$ cat config.mk
export PLATFORM = sky130hd
export DESIGN_NAME = ahb_master
export DESIGN_NICKNAME = d
export VERILOG_FILES = /design/src/rtl/ahb_pkg.sv /design/src/rtl/ahb_addr_gen.sv /design/src/rtl/ahb_master.sv
export SDC_FILE = /design/constraint.sdc
export NUM_CORES = 1
export LEC_CHECK = 0
export CAP_MARGIN = 20
export CORE_MARGIN = 2
export CORE_UTILIZATION = 44
export DETAILED_ROUTE_END_ITERATION = 8
export PLACE_DENSITY = 0.86
export SYNTH_ARGS = -nofsm -noshare
export SYNTH_HDL_FRONTEND = slang
export SYNTH_SLANG_ARGS = --single-unit
$ cat constraint.sdc
create_clock -name clk -period 3.35 [get_ports clk]
set_input_delay 0.335 -clock clk [delete_from_list [all_inputs] [get_ports clk]]
set_output_delay 0.335 -clock clk [all_outputs]
set_load 0.005 [all_outputs]
$ cat src/rtl/ahb_pkg.sv
`default_nettype none
// ============================================================================
// ahb_pkg : shared AHB-Lite constants and master state encoding
// Rev 1.0
// ============================================================================
package ahb_pkg;

  localparam logic [1:0] HTRANS_IDLE   = 2'b00;
  localparam logic [1:0] HTRANS_NONSEQ = 2'b10;

  localparam logic [1:0] MODE_IDLE  = 2'b00;
  localparam logic [1:0] MODE_READ  = 2'b01;
  localparam logic [1:0] MODE_WRITE = 2'b10;

  localparam logic [1:0] SIZE_BYTE = 2'b00;
  localparam logic [1:0] SIZE_HALF = 2'b01;
  localparam logic [1:0] SIZE_WORD = 2'b10;

  typedef enum logic [1:0] {
    ST_IDLE = 2'd0,
    ST_ADDR = 2'd1,
    ST_DATA = 2'd2,
    ST_ERR  = 2'd3
  } master_state_e;

endpackage
`default_nettype wire

$ cat src/rtl/ahb_addr_gen.sv
`default_nettype none
// ============================================================================
// ahb_addr_gen : region base select plus element-index scaling by access size
// Rev 1.0
// ============================================================================
module ahb_addr_gen
  import ahb_pkg::*;
#(
  parameter logic [31:0] SRC_BASE = 32'h0000_0000,
  parameter logic [31:0] DST_BASE = 32'h0010_0000
) (
  input  logic [19:0] pix_num,
  input  logic [1:0]  size,
  input  logic        start_addr_sel,
  output logic [31:0] addr
);

  logic [31:0] base;
  logic [31:0] index;
  logic [31:0] offset;

  always_comb begin
    base  = start_addr_sel ? DST_BASE : SRC_BASE;
    index = {12'd0, pix_num};
    case (size)
      SIZE_BYTE: offset = index;
      SIZE_HALF: offset = index << 1;
      SIZE_WORD: offset = index << 2;
      default:   offset = index << 3;
    endcase
    // Sum wraps modulo 2^32 by construction.
    addr = base + offset;
  end

endmodule
`default_nettype wire

$ cat src/rtl/ahb_master.sv
`default_nettype none
// ============================================================================
// ahb_master : single-transfer AHB-Lite master serving the helper request port
// Rev 1.0
// ============================================================================
module ahb_master
  import ahb_pkg::*;
#(
  parameter logic [31:0] SRC_BASE = 32'h0000_0000,
  parameter logic [31:0] DST_BASE = 32'h0010_0000
) (
  input  logic        clk,
  input  logic        n_rst,
  input  logic [1:0]  mode,
  input  logic [19:0] pixNum,
  input  logic [31:0] wdata,
  input  logic [1:0]  size,
  input  logic        startAddr_sel,
  output logic [31:0] rdata,
  output logic        data_feedback,
  output logic        err,
  output logic        busy,
  output logic [31:0] HADDR,
  output logic [1:0]  HTRANS,
  output logic        HWRITE,
  output logic [2:0]  HSIZE,
  output logic [31:0] HWDATA,
  input  logic [31:0] HRDATA,
  input  logic        HREADY,
  input  logic        HRESP
);

  master_state_e state;
  master_state_e next_state;

  logic [31:0] req_addr;
  logic [31:0] addr_q;
  logic [31:0] wdata_q;
  logic [1:0]  size_q;
  logic        write_q;
  logic        accept;
  logic        done_ok;
  logic        done_err;

  ahb_addr_gen #(
    .SRC_BASE (SRC_BASE),
    .DST_BASE (DST_BASE)
  ) u_addr_gen (
    .pix_num        (pixNum),
    .size           (size),
    .start_addr_sel (startAddr_sel),
    .addr           (req_addr)
  );

  always_ff @(posedge clk or negedge n_rst) begin
    if (!n_rst) begin
      state <= ST_IDLE;
    end else begin
      state <= next_state;
    end
  end

  always_comb begin
    next_state = state;
    accept     = 1'b0;
    done_ok    = 1'b0;
    done_err   = 1'b0;
    case (state)
      ST_IDLE: begin
        accept = (mode == MODE_READ) || (mode == MODE_WRITE);
        if (accept) next_state = ST_ADDR;
      end
      ST_ADDR: begin
        if (HREADY) next_state = ST_DATA;
      end
      ST_DATA: begin
        // An ERROR seen with HREADY already high is finished in one step.
        if (HRESP) begin
          done_err   = HREADY;
          next_state = HREADY ? ST_IDLE : ST_ERR;
        end else if (HREADY) begin
          done_ok    = 1'b1;
          next_state = ST_IDLE;
        end
      end
      ST_ERR: begin
        if (HREADY) begin
          done_err   = 1'b1;
          next_state = ST_IDLE;
        end
      end
      default: next_state = ST_IDLE;
    endcase
  end

  always_ff @(posedge clk or negedge n_rst) begin
    if (!n_rst) begin
      addr_q        <= 32'd0;
      wdata_q       <= 32'd0;
      size_q        <= 2'd0;
      write_q       <= 1'b0;
      rdata         <= 32'd0;
      data_feedback <= 1'b0;
      err           <= 1'b0;
    end else begin
      if (accept) begin
        addr_q  <= req_addr;
        wdata_q <= wdata;
        size_q  <= size;
        write_q <= (mode == MODE_WRITE);
      end
      if (done_ok && !write_q) begin
        rdata <= HRDATA;
      end
      data_feedback <= done_ok;
      err           <= done_err;
    end
  end

  assign busy   = (state != ST_IDLE);
  assign HTRANS = (state == ST_ADDR) ? HTRANS_NONSEQ : HTRANS_IDLE;
  assign HADDR  = addr_q;
  assign HWRITE = write_q;
  assign HSIZE  = {1'b0, size_q};
  assign HWDATA = wdata_q;

endmodule
`default_nettype wire
# ---- Yosys cells after proc, flatten, opt, wreduce, memory -nomap -nowiden
# Index checks and enable logic that the tools add are counted.
dict set report op_classes {
  bitwise_logic 0
  n_reduce_logical 7
  order_cmp 0
  n_mul 0
  add_sub_neg 1
  muxes 15
  shift 0
  div_mod_pow 0
  eq_ne 9
}
# operator count
set ops {}
lappend ops {{23-bit case mux with 3 select lines} 1}
lappend ops {{32-bit adder} 1}
lappend ops {{21-bit 2-to-1 mux} 1}
lappend ops {{2-bit 2-to-1 mux} 6}
lappend ops {{2-bit == test, second input constant} 4}
lappend ops {{2-bit case mux with 4 select lines} 1}
lappend ops {{2-bit by 1-bit == test with 1-bit output, second input constant} 3}
lappend ops {{1-bit 2-to-1 mux} 5}
lappend ops {{2-bit logical NOT} 2}
lappend ops {{2-bit != test, second input constant} 2}
lappend ops {{1-bit case mux with 2 select lines} 1}
lappend ops {{2-bit AND reduction} 1}
lappend ops {{2-bit nonzero test} 1}
lappend ops {{1-bit logical AND} 1}
lappend ops {{1-bit logical NOT} 1}
lappend ops {{1-bit logical OR} 1}
dict set report totals {
  n_memories 0
  latch_bits 0
  romBits 0
  regBits 103
  input_bits 93
  mem_bits_rw 0
}

# ---- Longest topological paths before layout
# Gate-level depths: netlist of the first run.
dict set report depth {
  word_depth 4
  ltp_mapped 8
  depth_no_buf 7
}

# ---- Modules after synthesis
# Synthesis of the first run repeated with hierarchy kept, for this count alone.
dict set report unflattened {
  hier_cells 290
  area_unflattened_um2 4638.2
}
# mod n_inst seq_area_each_um2 cells_each area_each_um2
set by_module_without_submodules {}
lappend by_module_without_submodules {ahb_master 1 2577.5 228 4042.6}
lappend by_module_without_submodules {ahb_addr_gen 1 0.0 62 595.6}

# ---- Least setup slack after synthesis of the first run
# No wires, ideal clock.
dict set report synth_path {
  path_type {input to register}
  start {input port size[0]}
  end {register addr_q[22], in the netlist HADDR[22]}
  path_buffers 2
  arrival_time_ns 1.591
  path_stages 8
  path_slack_ns 1.623
  path_cell_list {buf_2 buf_1 nand2_1 o21ai_0 ha_1 ha_1 xor2_1 o21ai_0}
}
dict set report synth_between {
  elab_chain_cells 3
}
# element line_no
set synth_rtl {}
lappend synth_rtl {{from (decl)} ahb_master.sv:17} ;# input logic [1:0] size,
lappend synth_rtl {{2-bit == test, or another cell as far along} ahb_addr_gen.sv:25} ;# case (size)
lappend synth_rtl {{23-bit case mux with 3 select lines *} ahb_addr_gen.sv:25}
lappend synth_rtl {{32-bit adder *} ahb_addr_gen.sv:32} ;# addr = base + offset;
lappend synth_rtl {{to (signal assigned)} ahb_master.sv:107} ;# addr_q <= req_addr;
lappend synth_rtl {{to (decl)} ahb_master.sv:37} ;# logic [31:0] addr_q;
# Mark *: on every way between the ends. The rest lies on a longest branch, timed or not.
# A chain may end at the register's enable or synchronous reset.

# ---- Worst setup path after layout of the first run
dict set report layout_path {
  start {input port mode[0]}
  end {register addr_q[0], in the netlist HADDR[0]}
}
dict set report layout_between {
  elab_chain_cells 3
}
# element line_no
set layout_rtl {}
lappend layout_rtl {{from (decl)} ahb_master.sv:14} ;# input logic [1:0] mode,
lappend layout_rtl {{2-bit by 1-bit == test with 1-bit output / 2-bit == test (equally long branches)} ahb_master.sv:70} ;# accept = (mode == MODE_READ) || (mode == MODE_WRITE);
lappend layout_rtl {{1-bit logical OR *} ahb_master.sv:70}
lappend layout_rtl {{1-bit 2-to-1 mux *} ahb_master.sv:68} ;# case (state)
# Marks and branches as above.

==> run summary, run 1 <==
The leakage component of the power was 2.80 nW. The logs give 0.374 for the met2 usage in global routing and 0.526 for the relative slew slack. Between clock sinks in the finished design, the worst skew comes to 0.00733 ns. The critical path is of the in -> reg type. The congestion estimate from routability-driven global placement came to 0.769. The clock network fraction of design power is 0.164, and the flip-flop and latch area is 2380 um2. The number of resized instances in the post-cts repair step was 0; the netlist area before placement was 4010 um2. Family with the most delay on the worst path: buffers and inverters.

In this run the most used layer during global routing was met2. Setup repair after global routing left no endpoint under its margin. The met1 usage in global routing came out at 0.267.

TritonCTS built the clock tree. The count of distinct cell types in the synthesized netlist is 31, and the flip-flop and latch count after synthesis is 95. The tools report the number of maximum-capacitance violations as 0. For the starting utilization of the core area, the log shows 0.458.

The floorplan step defined a die boundary enclosing 9890 um2. The number of antenna cells inserted is 0, and the switching component of the power is 1.52 mW. The logs give 1470 um2 for the combined area of the multi-input logic cells and 3 for the H-tree depth. The detailed-router iteration count before antenna repair is 4. Yosys attributes the largest share of cell area to dfrtp_1, nand2_1, mux2_2.

For the number of failing hold endpoints at the final stage, the log shows 0. Clock tree synthesis found a total of 95 sinks. The run gives 1.18 ns as the worst setup margin. The worst setup path is launched from a primary input.

Maximum clock insertion buffer count: 2. The floorplan step set the die height to 99.5 um. The count of input and output buffers was 187; the area growth from synthesis to layout was 52.9%. The commonest cells after synthesis are nand2_1, dfrtp_1, mux2_2. The run gives 638 as the final net count. The post-route core utilization is 0.700, and the async set-reset flop share out of synthesis is 1.00. The x dimension of the die was 99.5 um.

Path class of the lowest-slack min-delay path: in -> async. Overall routed net length: 10400 um. The register share of total power is 0.401. The number of antenna violations at the first check in global routing was 0. The post-layout instance count excluding filler cells came out at 655. Entering global routing, the biggest net connects 64 pins. Synthesis produced 361 cells. Hold repair after CTS inserted 0 buffers. Worst-margin pin slew: 0.711 ns. The signal on the critical path passes through clkdlybuf4s50_1 -> inv_1 -> ha_1 -> or3_2 -> buf_12 -> o41ai_1. Total negative slack for setup checks: 0 ns. The final critical-path share of the clock period came out at 0.649.

The total number of vias is 3336. The most used flip-flop cell after synthesis is dfrtp_1. Library cell contributing the largest single delay on the critical path: or3_2. The run gives 198 as the boundary pin count. The sequential-to-total area share from yosys stat is 0.593, and the buffers plus inverters on the worst setup path is 3. The flow ran to the end, and the final reports show no timing, DRC or antenna violations. The largest total area in the synthesized netlist belongs to dfrtp_1. The number of buffers added by the clock tree synthesis step was 9. The run gives 0 as the remaining antenna violation count. Counting the fill cells in the layout gives 679. The tools report the core outline area as 8760 um2.

STA puts the critical path data arrival time at 2.41 ns. The clock period could shrink to 2.17 ns. The run gives 0.435 as the part of the power in combinational logic. The number of violations reported at the end of detailed-routing iteration 0 is 70. The post-placement worst setup slack was 0.646 ns.

Clock latency on the worst-skew pair, taken at its later pin, is 0.35 ns. For the required arrival time at the worst endpoint, the log shows 3.58 ns. The count of flip-flops with a built-in enable after synthesis is 0, and the first-pass GRT wire length is 17000 um. Summed over all layers, the global routing overflow is 0. The Yosys step of the flow raised 0 warnings.

The worst setup path is captured at a flip-flop. The clock root buffer was clkbuf_8. The logs give 7740 um for the half-perimeter wire length after detailed placement and 0.0478 for the global routing usage on met3.

The internal power of the cells totals 3.48 mW. The worst-path maximum fanout was 44; the synthesized area per cell was 11.1 um2. VDD sags by at most 0.334 mV. For this run, the top clock speed supported by timing is 0.460 GHz. The dominant cell by count in the synthesized netlist was nand2_1. In this design, the stage delay of the slowest critical-path cell is 0.70 ns.

The net switching fraction of the power works out to 0.305. The final routed wire length divided by cell count was 15.8 um. The total power is 5.00 mW, and the clock transition at the register clock pins on the worst setup and hold paths after CTS is 0.09 ns. The global-route usage over all layers is 0.215. The max-slew violation count is 0, and the area share of the leading cell type in the synthesized netlist is 0.593.

In this run the core area contains 34 standard-cell rows. The startpoint identified for the worst register-to-register timing path is state[1]. After detailed routing, the number of remaining DRC violations is 0.

The power density of the placed cells is 815 nW/um2, and the number of vias per cell is 5.09. Tracing the worst setup path back leads to its startpoint at mode[0]. Setup violations remaining at the end of the flow were counted as 0. The number of cells in the design after placement came out at 638. The run gives 3491 as the number of global-route vias before repair. In this run the post-CTS setup repair buffer count came out at 0.

Proportion of layout cells with a drive suffix above 1: 0.113.
layout make-up:
cell class | instances | share of cell area
multi-input combinational | 241 | 0.239
timing repair buffer | 193 | 0.314
clock buffer | 9 | 0.0202
inverter | 2 | 0.00122
sequential | 95 | 0.388
clock inverter | 7 | 0.0155
tap | 108 | 0.0220
final timing paths:
path,to,slack (ns),cells past startpoint
worst max-delay path,HADDR[0],1.18,6
worst min-delay path,rdata[1],0.03,1
worst max register to register,HADDR[0],1.54,3
worst min register to register,HWDATA[22],0.48,2
max in group asynchronous,rdata[15],2.57,2
min in group clk,HWDATA[22],0.48,2
sequential cells by signal (all words and copies together), names as in the netlist:
signal	count
HWRITE	1
data_feedback	1
err	1
rdata	32
state	2
HADDR	24
HWDATA	32
size_q	2
cells by family (layout without fill, tap and decap cells):
kind of cell	Yosys count	after routing	synth area share
other	1	10	0.000935
AOI/OAI and AO/OA	26	26	0.0518
buffers and inverters	34	211	0.0515
adders and majority gates	3	3	0.00936
DFF	95	95	0.593
xor gates and xnor gates	1	1	0.00218
and+or+nand+nor	149	149	0.151
muxes	52	52	0.140
power groups by stage:
| stage | clock (mW) | combinational, mW | sequential (mW) |
|---|---|---|---|
| after floorplan | 0 | 0.779 | 2.01 |
| after global placement | 0 | 2.11 | 1.99 |
| after detailed placement | 0 | 2.18 | 2.03 |
| after CTS | 0.840 | 2.19 | 2.01 |
| after global routing | 0.883 | 2.37 | 2.08 |
| final | 0.820 | 2.17 | 2.01 |
layer usage:
layer | part of all wire | wire, um | vias to the layer above
met2 | 0.51 | 5300 | 148
met5 | 0 | 0 | -
li1 | - | - | 1547
met3 | 0.074 | 766 | 20
met1 | 0.40 | 4110 | 1621
met4 | 0.018 | 187 | 0
placed cells by master, fill, tap and decap left out, drive strengths merged, types with 3 or more instances in the layout:
master	instances
inv	4
mux2i	18
buf	7
o21ai	3
dfrtp	95
ha	3
o221ai	16
clkdlybuf4s50	186
nor2	3
clkbuf	9
mux2	34
nand2	134
conb	10
stage by stage:
stage                     cell area (um2)  hold WS [ns]
after floorplan                      4040        0.0394
after global placement               5890         0.434
after detailed placement             5890         0.439
after CTS                            6110        0.0531
after global routing                 6130        0.0834
final                                6130        0.0320
No activity file was read; power rests on OpenSTA's default activity.
==> run 2, diff against run 1 <==
--- a/config.mk
+++ b/config.mk
@@ -7,9 +7,9 @@
 export LEC_CHECK = 0
 export CAP_MARGIN = 20
 export CORE_MARGIN = 2
-export CORE_UTILIZATION = 44
+export CORE_UTILIZATION = 40
 export DETAILED_ROUTE_END_ITERATION = 8
-export PLACE_DENSITY = 0.86
+export PLACE_DENSITY = 0.8
 export SYNTH_ARGS = -nofsm -noshare
 export SYNTH_HDL_FRONTEND = slang
 export SYNTH_SLANG_ARGS = --single-unit
==> constraint.sdc (replaced) <==
create_clock -name clk -period 2.3 [get_ports clk]
set_input_delay 0.23 -clock clk [delete_from_list [all_inputs] [get_ports clk]]
set_output_delay 0.23 -clock clk [all_outputs]
set_load 0.005 [all_outputs]
==> run summary, run 2 (same netlist as run 1, synthesis figures left out) <==
The final critical-path share of the clock period is 0.823. For the number of buffers added by the clock tree synthesis step, the log shows 9 (unchanged). The run gives 0.635 (was 0.700) as the post-route core utilization.

The number of global-route vias before repair was 3455 (was 3491); the number of resized instances in the post-cts repair step was 0 (unchanged). The final net count is 644 (was 638), and the half-perimeter wire length after detailed placement is 7820 um (was 7740 um). The maximum clock skew at final layout was 0.00617 ns (was 0.00733 ns); the worst hold path cell count was 3.

The global routing usage on met3 was 0.0445 (was 0.0478). The run gives 0.555 mV (was 0.334 mV) as the worst-case vdd ir drop. The total negative slack for setup checks is 0 ns (unchanged), and the worst-case hold slack is 0.391 ns (was 0.0320 ns). The run gives 103 (was 70) as the number of violations reported at the end of detailed-routing iteration 0.

The tools report the first-pass GRT wire length as 17300 um (was 17000 um). The met1 usage in global routing was 0.242 (was 0.267); the worst setup margin was 0.407 ns (was 1.18 ns). The startpoint identified for the worst hold timing path is wdata[21]. The number of vias per cell was 4.80 (was 5.09). The tools report the endpoint of the worst register-to-register path as rdata[8] (was HADDR[0]).

The logs give 49 (was 64) for the maximum number of pins on one net before global-route repair and 10800 um2 (was 9890 um2) for the die outline area. The x dimension of the die was 104 um (was 99.5 um). The tools report the post-place instance area as 5980 um2 (was 5890 um2). The clock transition at the register clock pins on the worst setup and hold paths after CTS was 0.09 ns (about the same); the final routed DRC violation total was 0 (unchanged). Based on the critical path, the design can be clocked at up to 0.528 GHz. The post-layout instance count excluding filler cells was 686 (was 655); the met2 usage in global routing was 0.339 (was 0.374). The tools report the startpoint type of the worst setup path as a flip-flop (was a primary input).

The run gives 0.198 (was 0.215) as the global-route usage over all layers. Type of the worst setup path: reg -> out (was in -> reg). The path class of the lowest-slack min-delay path is in -> reg (was in -> async).

The tools report the relative slew slack as 0.591 (was 0.526). The tools report the final count of negative-setup-slack endpoints as 0 (unchanged). Most used routing layer in global routing: met2 (unchanged).

TritonCTS built the clock tree. The number of core rows came out at 36 (was 34). The count of input and output buffers works out to 187 (unchanged). The max-slew violation count was 0 (unchanged); the required arrival time at the worst endpoint was 2.07 ns (was 3.58 ns).

Latest clock arrival within the worst-skew pair: 0.36 ns (was 0.35 ns). Setup repair after global routing left no endpoint under its margin. The minimum period implied by the final worst setup slack was 1.89 ns. The maximum clock insertion buffer count is 2 (unchanged), and the detailed-router iteration count before antenna repair is 4 (unchanged). The worst-path maximum fanout is 9 (was 44). The buffers plus inverters on the worst setup path was 1 (was 3); the height of the die was 104 um (was 99.5 um). The final estimated routing congestion in global placement is 0.757 (was 0.769). Total power: 7.29 mW (was 5.00 mW). The endpoint kind of the worst setup timing path was an output port (was a flip-flop).

For the reg2reg setup slack, the log shows 0.62 ns (was 1.54 ns). The remaining antenna violation count came out at 0 (unchanged). Sequence of cells on the critical path: nor2b_1 -> clkdlybuf4s50_1 (was clkdlybuf4s50_1 -> inv_1 -> ha_1 -> or3_2 -> buf_12 -> o41ai_1).

The number of antenna violations at the first check in global routing was 0 (unchanged). The starting utilization of the core area was 0.410 (was 0.458). The number of maximum-capacitance violations is 0 (unchanged). Overall routed net length: 10400 um (about the same). The library cell contributing the largest single delay on the critical path was dfrtp_1 (was or3_2).

Startpoint of the most critical register-to-register path: state[1] (unchanged). The worst reg2reg path depth works out to 4 (was 3). The number of inserted filler cells in the final layout was 797 (was 679); the aggregate global routing overflow was 0 (unchanged). Total number of vias: 3293 (was 3336).

Total number of clock tree sinks: 95 (unchanged). The H-tree depth was 3 (unchanged). The proportion of layout cells with a drive suffix above 1 is 0.119 (was 0.113).

The leakage component of the power is 2.83 nW (was 2.80 nW). The run finished with clean final reports. The logs give 0 (unchanged) for the number of antenna cells inserted and 669 (was 638) for the number of cells in the design after placement.

The boundary pin count is 198 (unchanged). The arrival time at the worst endpoint is 1.66 ns (was 2.41 ns), and the power density of the placed cells is 1180 nW/um2 (was 815 nW/um2). Most frequent cells in the layout: clkdlybuf4s50_1, nand2_1, dfrtp_1, mux2_2, mux2i_1 (unchanged). Endpoint of the worst hold-timing path: HWDATA[21]. The most common cell after layout, fill and taps aside was clkdlybuf4s50_1 (unchanged). The final routed wire length divided by cell count is 15.2 um (was 15.8 um). The worst-margin pin slew works out to 0.613 ns (was 0.711 ns). The core outline area is 9770 um2 (was 8760 um2), and the area growth from synthesis to layout is 54.7% (was 52.9%). The post-layout instance area was 6200 um2 (was 6130 um2). The stage delay of the slowest cell on the critical path works out to 0.56 ns (was 0.70 ns). Post-placement worst setup slack: 0.0985 ns (was 0.646 ns).

The clock root buffer was clkbuf_8 (unchanged). The family with the most delay on the worst path is flip-flops (was buffers and inverters). The number of failing hold endpoints at the final stage came out at 0 (unchanged).
run 2: cell count changes in the layout (fill, tap and decap cells not counted), sizes merged:
cell,before,now
buf,7,12
clkbuf,9,10
clkinv,2,3
clkinvlp,1,0
dlygate4sd3,0,1
inv,4,3
run 2: metal layers:
layer / wire length (um) / share of wire
met1: 4440 / 0.42
met2: 5090 / 0.49
met3: 682 / 0.065
met4: 234 / 0.022
met5: 0 / 0
run 2: worst max-delay path by stage:
| stage | from | end | slack (ns) | cells past startpoint |
|---|---|---|---|---|
| floorplan | size[0] | HADDR[22] | 0.68 | 8 |
| global placement | mode[0] | HADDR[23] | 0.11 | 6 |
| detailed placement | mode[0] | HADDR[23] | 0.1 | 6 |
| CTS | state[0] | HTRANS[1] | 0.40 | 2 |
| global route | state[0] | HTRANS[1] | 0.34 | 2 |
| finish | state[0] | HTRANS[1] | 0.41 | 2 |
run 2: repair_timing:
action / CTS / global route
buffers inserted: 0 / 0
endpoints found under the hold margin: 47 / 0
hold buffers: 1 / 0
run 2: where the power goes:
group / leakage [nW] / total (mW) / switching (mW) / internal, mW
combinational: 1.54 / 3.19 / 1.18 / 2.02
sequential: 1.18 / 2.91 / 0.462 / 2.45
clock: 0.110 / 1.19 / 0.578 / 0.612
total: 2.83 / 7.29 / 2.22 / 5.08
run 2: worst register-to-register path, stage by stage, from the launching register on:
cell	delay [ns]
dfrtp_1	0.49
nand2_1	0.17
nor4_4	0.18
buf_4	0.35
mux2_2	0.39
run 2: cell type report:
type | instances | area (um2) | area share
tap | 133 | 166 | 0.0268
timing repair buffer | 199 | 1970 | 0.318
clock inverter | 6 | 83.8 | 0.0135
clock buffer | 10 | 128 | 0.0206
sequential | 95 | 2380 | 0.383
multi-input combinational | 241 | 1470 | 0.236
inverter | 2 | 7.51 | 0.00121
==> run 3, diff against run 2 <==
--- a/config.mk
+++ b/config.mk
@@ -7,9 +7,9 @@
 export LEC_CHECK = 0
 export CAP_MARGIN = 20
 export CORE_MARGIN = 2
-export CORE_UTILIZATION = 40
+export CORE_UTILIZATION = 37
 export DETAILED_ROUTE_END_ITERATION = 8
-export PLACE_DENSITY = 0.8
+export PLACE_DENSITY = 0.77
 export SYNTH_ARGS = -nofsm -noshare
 export SYNTH_HDL_FRONTEND = slang
 export SYNTH_SLANG_ARGS = --single-unit
==> constraint.sdc (replaced) <==
create_clock -name clk -period 1.67 [get_ports clk]
set_input_delay 0.167 -clock clk [delete_from_list [all_inputs] [get_ports clk]]
set_output_delay 0.167 -clock clk [all_outputs]
set_load 0.005 [all_outputs]
==> run summary, run 3 (same netlist as run 1, synthesis figures left out) <==
Most common cell after layout, fill and taps aside: clkdlybuf4s50_1 (unchanged). TritonCTS built the clock tree. The clock transition at the register clock pins on the worst setup and hold paths after CTS was 0.10 ns (was 0.09 ns). The final routed wire length divided by cell count is 15.6 um (was 15.2 um), and the boundary pin count is 198 (unchanged). Critical path launch point: state[1] (was state[0]). Latest clock arrival within the worst-skew pair: 0.37 ns (was 0.36 ns).

The worst reg2reg path depth works out to 6 (was 4). The number of maximum-capacitance violations came out at 0 (unchanged). The startpoint type of the worst setup path was a flip-flop (unchanged). For the half-perimeter wire length after detailed placement, the log shows 8150 um (was 7820 um). The tools report the detailed-router iteration count before antenna repair as 6 (was 4).

The clock root buffer was clkbuf_8 (unchanged). The final routed DRC violation total is 0 (unchanged). The first-pass GRT wire length was 16900 um (was 17300 um). The overall routed net length is 11100 um (was 10400 um). The tools report the endpoint kind of the worst setup timing path as a flip-flop (was an output port). The remaining antenna violation count was 0 (unchanged); the number of failing hold endpoints at the final stage was 0 (unchanged).

Final net count: 663 (was 644). The run gives 0.0140 ns (was 0.00617 ns) as the maximum clock skew at final layout. The worst-path maximum fanout came out at 5 (was 9).

The tools report the number of global-route vias before repair as 3367 (was 3455). Height of the die: 108 um (was 104 um). For the number of antenna cells inserted, the log shows 0 (unchanged). The path class of the lowest-slack min-delay path is in -> async (was in -> reg). The final estimated routing congestion in global placement was 0.818 (was 0.757); the H-tree depth was 3 (unchanged).

The area growth from synthesis to layout is 60.7% (was 54.7%), and the leakage component of the power is 2.95 nW (was 2.83 nW). The arrival time at the worst endpoint was 1.89 ns (was 1.66 ns); the maximum clock insertion buffer count was 2 (unchanged). The tools report the die outline area as 11700 um2 (was 10800 um2).

The count of input and output buffers was 187 (unchanged); the number of vias per cell was 4.74 (was 4.80). The total number of vias is 3373 (was 3293). Final count of negative-setup-slack endpoints: 0 (unchanged).

The x dimension of the die was 108 um (was 104 um); the reg2reg setup slack was 0.02 ns (was 0.62 ns). The number of cells in the design after placement came out at 687 (was 669). The final critical-path share of the clock period works out to 0.987. The max-slew violation count came out at 0 (unchanged). The required arrival time at the worst endpoint is 1.91 ns (was 2.07 ns). Proportion of layout cells with a drive suffix above 1: 0.156 (was 0.119).

The tools report the maximum number of pins on one net before global-route repair as 35 (was 49). The total number of clock tree sinks came out at 95 (unchanged). The power density of the placed cells was 1590 nW/um2 (was 1180 nW/um2). The tools report the number of inserted filler cells in the final layout as 879 (was 797).

The type of the worst setup path was reg -> reg (was reg -> out). For the total power, the log shows 10.3 mW (was 7.29 mW). The flow ran to the end, and the final reports show no timing, DRC or antenna violations. For the aggregate global routing overflow, the log shows 0 (unchanged). For the post-route core utilization, the log shows 0.603 (was 0.635).

The run gives 10700 um2 (was 9770 um2) as the core outline area. The worst-case vdd ir drop came out at 0.743 mV (was 0.555 mV). The startpoint of the most critical register-to-register path is state[1] (unchanged). Most frequent cells in the layout: clkdlybuf4s50_1, nand2_1, dfrtp_1, mux2_2, buf_4 (was clkdlybuf4s50_1, nand2_1, dfrtp_1, mux2_2, mux2i_1).

The run gives 0.607 GHz as the maximum clock frequency. The number of buffers added by the clock tree synthesis step is 9 (unchanged). The global-route usage over all layers was 0.185 (was 0.198). The post-layout instance count excluding filler cells was 712 (was 686); the starting utilization of the core area was 0.375 (was 0.410). The number of antenna violations at the first check in global routing is 0 (unchanged). The number of core rows was 38 (was 36); the number of violations reported at the end of detailed-routing iteration 0 was 111 (was 103). Setup repair after global routing could not meet its margin everywhere.

The worst path in the final design needs a cycle of 1.65 ns, including I/O delays and setup. The endpoint of the worst register-to-register path is rdata[10] (was rdata[8]).
-- run 3: cell count changes in the layout (fill, tap and decap cells not counted), sizes merged --
cell,change
inv,+2
dlygate4sd2,+1
bufinv,-1
buf,+18
clkdlybuf4s50,-2
clkdlybuf4s15,+1
-- run 3: final cells by class --
type / count / area, um2 / area share
Clock inverter: 7 / 87.6 / 0.0136
Inverter: 2 / 7.51 / 0.00116
Timing Repair Buffer: 218 / 2190 / 0.340
Clock buffer: 9 / 124 / 0.0192
Sequential cell: 95 / 2380 / 0.369
Multi-Input combinational cell: 241 / 1480 / 0.229
Tap cell: 140 / 175 / 0.0272
-- run 3: layer usage --
layer,global-route usage,share of wire
met5,0,0
met4,0.0659,0.016
met3,0.0464,0.071
met2,0.303,0.51
met1,0.238,0.41
-- run 3: worst max-delay path, stage by stage, from the launching register on --
cell       delay (ns)
dfrtp_2          0.38
buf_4            0.13
nand2_2          0.07
nor4_4           0.29
buf_6            0.18
clkbuf_16        0.15
mux2_2           0.34
-- run 3: worst max-delay path by stage --
stage / end / slack (ns)
final: rdata[10] / 0.02
after global routing: HADDR[18] / -0.03
after CTS: HADDR[18] / 0.03
after detailed placement: HADDR[0] / -0.48
after global placement: HADDR[0] / -0.42
after floorplan: HADDR[22] / 0.11
-- run 3: what timing repair did --
item / CTS / global route
resized for setup: 7 / 12
hold endpoints to repair: 29 / 0
pin swaps: 0 / 2
setup endpoints to repair: 13 / 60
setup buffers: 4 / 2
cloned: 0 / 2
hold buffers: 1 / 0
-- run 3: power breakdown --
group,switching (mW),leakage (nW),internal (mW)
clock network,0.867,0.108,0.727
logic,1.75,1.66,2.95
registers,0.599,1.18,3.38
-- run 3: metrics by stage --
step,TNS (ns),hold WS [ns],setup slack (ns),instance area [um2]
CTS,0,0.275,0.0278,6360
global placement,-22.07,0.127,-0.417,6100
global route,-0.106,0.296,-0.0325,6450
floorplan,0,-0.129,0.111,4040
finish,0,0.275,0.0215,6450
detailed placement,-24.10,0.134,-0.476,6100
